[config.mk]
export PLATFORM = sky130hd
export DESIGN_NAME = mac_unit
export DESIGN_NICKNAME = d
export VERILOG_FILES = /design/src/rtl/mac_unit_pkg.sv /design/src/rtl/mac_unit_mul_seq.sv /design/src/rtl/mac_unit.sv
export SDC_FILE = /design/constraint.sdc
export NUM_CORES = 1
export LEC_CHECK = 0
export CAP_MARGIN = 20
export CORE_AREA = 2 2 298 300
export DETAILED_ROUTE_END_ITERATION = 10
export DIE_AREA = 0 0 300 302
export DONT_BUFFER_PORTS = 1
export PLACE_DENSITY = 0.5
export SYNTH_ARGS = -nofsm -noshare
export SYNTH_HDL_FRONTEND = slang
export SYNTH_SLANG_ARGS = --single-unit
[constraint.sdc]
create_clock -name clk -period 16.8 [get_ports clk]
set_input_delay 3.36 -clock clk [delete_from_list [all_inputs] [get_ports clk]]
set_output_delay 3.36 -clock clk [all_outputs]
set_load 0.05 [all_outputs]
[src/rtl/mac_unit_pkg.sv]
// Shared types for the execute-stage multiply-accumulate engine: control codes, FSM states, default widths.
package mac_unit_pkg;

  localparam int MAC_XLEN  = 32;
  localparam int MAC_ACC_W = 64;

  typedef logic [2:0] mac_control_t;

  // Code 0 and 5..7 are not issued by the decoder and behave as no-ops.
  localparam mac_control_t MAC_CONTROL_NONE  = 3'd0;
  localparam mac_control_t MAC_CONTROL_MADD  = 3'd1;
  localparam mac_control_t MAC_CONTROL_MSUB  = 3'd2;
  localparam mac_control_t MAC_CONTROL_MMUL  = 3'd3;
  localparam mac_control_t MAC_CONTROL_MLOAD = 3'd4;

  typedef enum logic [1:0] {
    MAC_IDLE = 2'd0,
    MAC_MUL  = 2'd1,
    MAC_ACC  = 2'd2
  } mac_state_t;

  function automatic logic mac_is_arith(input mac_control_t ctrl);
    return (ctrl == MAC_CONTROL_MADD) || (ctrl == MAC_CONTROL_MSUB) ||
           (ctrl == MAC_CONTROL_MMUL);
  endfunction

endpackage

[src/rtl/mac_unit_mul_seq.sv]
// Unsigned radix-2 shift-add multiplier: one multiplier bit per cycle, XLEN cycles after i_start.
// o_done is high during the last iteration; o_prod is final on the following cycle.
module mac_mul_seq #(
  parameter int XLEN = 32
) (
  input  logic              clk,
  input  logic              reset,
  input  logic              i_start,
  input  logic              i_abort,
  input  logic [XLEN-1:0]   i_a,
  input  logic [XLEN-1:0]   i_b,
  output logic              o_done,
  output logic [2*XLEN-1:0] o_prod
);

  localparam int CW = (XLEN > 1) ? $clog2(XLEN) : 1;

  logic [2*XLEN-1:0] r_mcand;
  logic [XLEN-1:0]   r_mplier;
  logic [2*XLEN-1:0] r_prod;
  logic [CW-1:0]     r_cnt;
  logic              r_active;

  always_ff @(posedge clk or posedge reset) begin
    if (reset) begin
      r_mcand  <= '0;
      r_mplier <= '0;
      r_prod   <= '0;
      r_cnt    <= '0;
      r_active <= 1'b0;
    end else if (i_start) begin
      r_mcand  <= {{XLEN{1'b0}}, i_a};
      r_mplier <= i_b;
      r_prod   <= '0;
      r_cnt    <= '0;
      r_active <= 1'b1;
    end else if (i_abort) begin
      r_active <= 1'b0;
      r_cnt    <= '0;
    end else if (r_active) begin
      if (r_mplier[0]) r_prod <= r_prod + r_mcand;
      r_mcand  <= r_mcand << 1;
      r_mplier <= r_mplier >> 1;
      if (r_cnt == CW'(XLEN - 1)) begin
        r_active <= 1'b0;
        r_cnt    <= '0;
      end else begin
        r_cnt <= r_cnt + CW'(1);
      end
    end
  end

  assign o_done = r_active && (r_cnt == CW'(XLEN - 1));
  assign o_prod = r_prod;

endmodule

[src/rtl/mac_unit.sv]
// Multiply-accumulate engine with private accumulator; MADD/MSUB/MMUL take XLEN+2 cycles start-to-done, MLOAD one.
// Optional MAC_SAT_EN: saturate MADD/MSUB on signed overflow and raise a sticky sat_flag.
module mac_unit
  import mac_unit_pkg::*;
#(
  parameter int XLEN  = MAC_XLEN,
  parameter int ACC_W = MAC_ACC_W
) (
  input  logic             clk,
  input  logic             reset,
  input  logic             mac_write,
  input  mac_control_t     mac_control,
  input  logic [XLEN-1:0]  src_a,
  input  logic [XLEN-1:0]  src_b,
  input  logic             flush,
  output logic             busy,
  output logic             done,
  output logic [ACC_W-1:0] acc_out,
  output logic             sat_flag
);

  mac_state_t        r_state;
  mac_control_t      r_op;
  logic              r_sign;
  logic [ACC_W-1:0]  r_acc;
  logic              r_busy;
  logic              r_done;

  logic              w_start;
  logic              w_load;
  logic [XLEN-1:0]   w_abs_a;
  logic [XLEN-1:0]   w_abs_b;
  logic              w_mul_done;
  logic [2*XLEN-1:0] w_prod;
  logic [ACC_W-1:0]  w_p_mag;
  logic [ACC_W-1:0]  w_p;
  logic [ACC_W-1:0]  w_sum;
  logic [ACC_W-1:0]  w_diff;
  logic [ACC_W-1:0]  w_acc_nxt;

  // Flush in IDLE swallows a coincident start.
  assign w_start = (r_state == MAC_IDLE) && mac_write && !flush && mac_is_arith(mac_control);
  assign w_load  = (r_state == MAC_IDLE) && mac_write && !flush && (mac_control == MAC_CONTROL_MLOAD);

  assign w_abs_a = src_a[XLEN-1] ? -src_a : src_a;
  assign w_abs_b = src_b[XLEN-1] ? -src_b : src_b;

  mac_mul_seq #(.XLEN(XLEN)) u_mul (
    .clk     (clk),
    .reset   (reset),
    .i_start (w_start),
    .i_abort (flush && (r_state == MAC_MUL)),
    .i_a     (w_abs_a),
    .i_b     (w_abs_b),
    .o_done  (w_mul_done),
    .o_prod  (w_prod)
  );

  assign w_p_mag = ACC_W'(w_prod);
  assign w_p     = r_sign ? -w_p_mag : w_p_mag;
  assign w_sum   = r_acc + w_p;
  assign w_diff  = r_acc - w_p;

`ifdef MAC_SAT_EN
  logic             r_sat;
  logic             w_ovf;
  logic [ACC_W-1:0] w_sat_val;

  // Overflow: operands agree in sign (after negation for MSUB) but the result does not.
  assign w_ovf = ((r_op == MAC_CONTROL_MADD) && (r_acc[ACC_W-1] == w_p[ACC_W-1]) &&
                  (w_sum[ACC_W-1] != r_acc[ACC_W-1])) ||
                 ((r_op == MAC_CONTROL_MSUB) && (r_acc[ACC_W-1] != w_p[ACC_W-1]) &&
                  (w_diff[ACC_W-1] != r_acc[ACC_W-1]));
  assign w_sat_val = r_acc[ACC_W-1] ? {1'b1, {(ACC_W-1){1'b0}}} : {1'b0, {(ACC_W-1){1'b1}}};

  always_ff @(posedge clk or posedge reset) begin
    if (reset) r_sat <= 1'b0;
    else if ((r_state == MAC_ACC) && !flush && w_ovf) r_sat <= 1'b1;
  end

  assign sat_flag = r_sat;
`else
  assign sat_flag = 1'b0;
`endif

  always_comb begin
    w_acc_nxt = r_acc;
    case (r_op)
      MAC_CONTROL_MADD: w_acc_nxt = w_sum;
      MAC_CONTROL_MSUB: w_acc_nxt = w_diff;
      MAC_CONTROL_MMUL: w_acc_nxt = w_p;
      default:          w_acc_nxt = r_acc;
    endcase
`ifdef MAC_SAT_EN
    if (w_ovf) w_acc_nxt = w_sat_val;
`endif
  end

  always_ff @(posedge clk or posedge reset) begin
    if (reset) begin
      r_state <= MAC_IDLE;
      r_op    <= MAC_CONTROL_MADD;
      r_sign  <= 1'b0;
      r_acc   <= '0;
      r_busy  <= 1'b0;
      r_done  <= 1'b0;
    end else begin
      r_done <= 1'b0;
      case (r_state)
        MAC_IDLE: begin
          if (w_start) begin
            r_state <= MAC_MUL;
            r_op    <= mac_control;
            r_sign  <= src_a[XLEN-1] ^ src_b[XLEN-1];
            r_busy  <= 1'b1;
          end else if (w_load) begin
            r_acc  <= {{(ACC_W-XLEN){src_a[XLEN-1]}}, src_a};
            r_done <= 1'b1;
          end
        end
        MAC_MUL: begin
          if (flush) begin
            r_state <= MAC_IDLE;
            r_busy  <= 1'b0;
          end else if (w_mul_done) begin
            r_state <= MAC_ACC;
          end
        end
        MAC_ACC: begin
          r_state <= MAC_IDLE;
          r_busy  <= 1'b0;
          if (!flush) begin
            r_acc  <= w_acc_nxt;
            r_done <= 1'b1;
          end
        end
        default: begin
          r_state <= MAC_IDLE;
          r_busy  <= 1'b0;
        end
      endcase
    end
  end

  assign busy    = r_busy;
  assign done    = r_done;
  assign acc_out = r_acc;

endmodule

==> results.md <==
- Sw frac: 50.1%
- Slowest stage delay, CP: roughly 760 ps
- Min-Delay Path Class: flip-flop to flip-flop
- Register area share after synthesis: 27.5%
- Setup TNS Final: 0 ps
- First-pass GRT wire length: roughly 120 mm
- Max Freq: approximately 130 MHz
- EDFF count, synth: 0
- Final period utilization: 44.2%
- Library cells used by synthesis: 81
- Root Buffer: clkbuf_16
- Post-synth top area share: 27.4%
- Gr usage total: 16.2%
- Flop pwr share: 23.1%
- RSZ-0062 raised after global routing: false
- Rows: 109
- Largest net degree at the start of global routing: 94
- Nets: between 2,000 and 3,000
- Number of hold buffers added after cts: 0
- Die area: 0.0906 mm2
- Avg Inst Size Synth: 7.65 um2
- TritonCTS clock tree: built
- WL/cell: between 15 and 20 um
- Area leader, netlist: dfrtp_1
- Worst-path clk slew: 60 ps
- LEAKAGE: 10.0 nW
- Number of global-route vias before repair: 19,800
- Reg2reg setup slack: 9380 ps
- Detailed placement HPWL: between 50 and 60 mm
- Fillers: 9,630
- Initial antenna violation count: 1
- Vias: 20,500
- Synth Warn #: 0
- TritonCTS buffer count: 36
- Routed Antenna Nets: 0
- Placer Congestion: 0.900
- PD cells: just over 200 mW/mm2
- Sinks on Clock Net: 238
- Initial drt markers: 1,495
- Via-to-Cell Ratio: 5.23
- Clock power share: between 10% and 20%
- WS Path Type: flip-flop to flip-flop
- Slew HR: slightly below 30%
- Most common flop cell mapped by yosys: dfrtp_1
- Max stage delay cell, worst path: nor4_2
- Worst endpoint data arrival time: about 8000 ps
- Bufs on Longest Clock Path: 3
- Gr ovfl total: 0
- Synth Register Bits: 238
- Post-route DRC: 0
- Area contributors post-synth: dfrtp_1 (27%), nand2_1 (8.1%), ha_1 (7.6%)
- Syn Inst Count: 2,829
- Total Routed Length: 73.9 mm
- P&R area growth vs syn: 11.2%
- Io pins: 138
- Setup bufs post-CTS: 0
- Status: finished, final reports clean
- Mapped Nets: 3,034
- Worst-path cell chain: inv_1 > ha_1 > or4b_1 > nor4_2 > a21oi_1 > xnor2_1 > and4_1 > nand2_1 > nor2_1 > a21oi_1 > xor2_1 > ha_1 > a211oi_1 > o21ai_0 > a211oi_1 > o221a_2 > o31a_1 > o21ai_0 > a311oi_1 > o2111ai_1 > a311oi_1 > xnor2_1 > nand2_1 > a31oi_1
- Startpoint Class: flip-flop
- Worst vdd rail ir drop: just under 0.09 mV
- Slew Limit Fails: 0
- Fin util: 27.5%
- Post-CTS resize count: 0
- Max-cap viol count: 0
- Switching pwr: 2.46 mW
- H-tree levels: 2
- Crit end category: flip-flop
- DRT Pass-1 Iters: 5
- Most common cell in the netlist: nand2_1
- Core footprint: 0.0876 mm2
- Port bufs: 0
- Final min period: 7420 ps
- Most frequent cells after synthesis: nand2_1 (466), a21oi_1 (256), dfrtp_1 (237), nor2_1 (217), o21ai_0 (212)
- Worst path required time: 17,280 ps
- Logic pwr share: 59.8%
- Initial Utilization: 24.7%
- Final setup vio count: 0
- Clk_skew: 44.4 ps
- Pint: 2.45 mW
- Final hold violations: 0
- Tot Pwr: 4.90 mW
- Cell area after synthesis: 0.0216 mm2
- Crit Path Max Fanout: 9
- Clk_lat worst skew: 570 ps
- # diodes: 0
- Die height: 302 um
- Layout cells sized above 1: roughly 5.1%
- Slew @ Worst Pin: approximately 1100 ps
- Async S/R FF share, synth: 100%
- Die width: ~300 um
## logic make-up after synthesis
group	share of synthesized area [%]
xor gates and xnor gates	12.1
and+or+nand+nor	21.6
DFF	27.5
buffers and inverters	3.83
AOI/OAI and AO/OA	26.8
adders and majority gates	7.82
muxes	0.382
other	0.0173
## power groups by stage
stage	combinational, mW	clock (mW)	sequential (mW)
2_1_floorplan	2.34	0	1.03
3_3_place_gp	2.92	0	1.14
3_5_place_dp	2.90	0	1.14
4_1_cts	2.91	0.862	1.13
5_1_grt	3.28	0.887	1.16
6_report	2.93	0.836	1.13
## path summary, 6_finish.rpt
check | from | to | cells past startpoint
min in group asynchronous | reset | acc_out[0] | 1
max in group asynchronous | reset | acc_out[54] | 3
setup reg to reg | u_mul.o_prod[0] | acc_out[48] | 24
hold reg to reg | u_mul.r_mplier[31] | u_mul.r_mplier[31] | 2
setup / recovery | u_mul.o_prod[0] | acc_out[48] | 24
hold / removal | u_mul.r_mplier[31] | u_mul.r_mplier[31] | 2
## placed cells by master, fill, tap and decap left out, types with 28 or more instances in the layout
| master | instances |
|---|---|
| nand4_1 | 35 |
| inv_1 | 52 |
| nand2_1 | 464 |
| clkbuf_16 | 37 |
| a31oi_1 | 97 |
| nand3_1 | 59 |
| a21o_1 | 76 |
| o211ai_1 | 28 |
| nor3_1 | 28 |
| xor2_1 | 125 |
| or3_1 | 30 |
| o21ai_0 | 212 |
| xnor2_1 | 173 |
| ha_1 | 132 |
| a211oi_1 | 38 |
| a21oi_1 | 256 |
| dfrtp_1 | 236 |
| o31ai_1 | 50 |
| nor2_1 | 217 |
## metrics by stage
step                std cells  hold WS [ps]  setup WS [ps]  instance area [um2]
detailed placement       3857           488           9440                22700
global route             3925           558           8850                24100
floorplan                2829           463           6910                21600
CTS                      3923           503           9430                24000
finish                   3925           501           9380                24100
global placement         3857           489           9460                22700
## registers in the layout (all words and copies together) (netlist names), 2 cells and up
signal / count
acc_out: 64
u_mul.o_prod: 64
u_mul.r_mcand: 64
u_mul.r_mplier: 32
u_mul.r_cnt: 5
r_op: 3
r_state: 2
## area by class of cell
class                   instances  area [um2]  area share, %
repair buffers                 27         220          0.916
clock inverters                17         233          0.968
inverters                      53         206          0.858
well taps                    1165        1460           6.06
clock buffers                  49        1050           4.37
multi-input cells            2376       14900           62.1
flip-flops and latches        238        5960           24.8
## routing by layer
layer / global-route usage, % / vias up / routed length [um]
met5: 0 / - / 0
met4: 4.81 / 0 / 2030
met3: 3.02 / 105 / 4930
met2: 24.8 / 543 / 31900
met1: 22.9 / 9834 / 35100
li1: - / 10100 / -
## worst max-delay path, delay by kind of cell, from the launching register on
family	cells	cell delay [ps]
buffers and inverters	1	120
adder cells (fa/ha/maj)	2	610
XOR/XNOR	3	680
flip-flops	1	460
AND/OR/NAND/NOR	6	2310
AO/OA/AOI/OAI	12	3170
No activity file was read; power rests on OpenSTA's default activity.
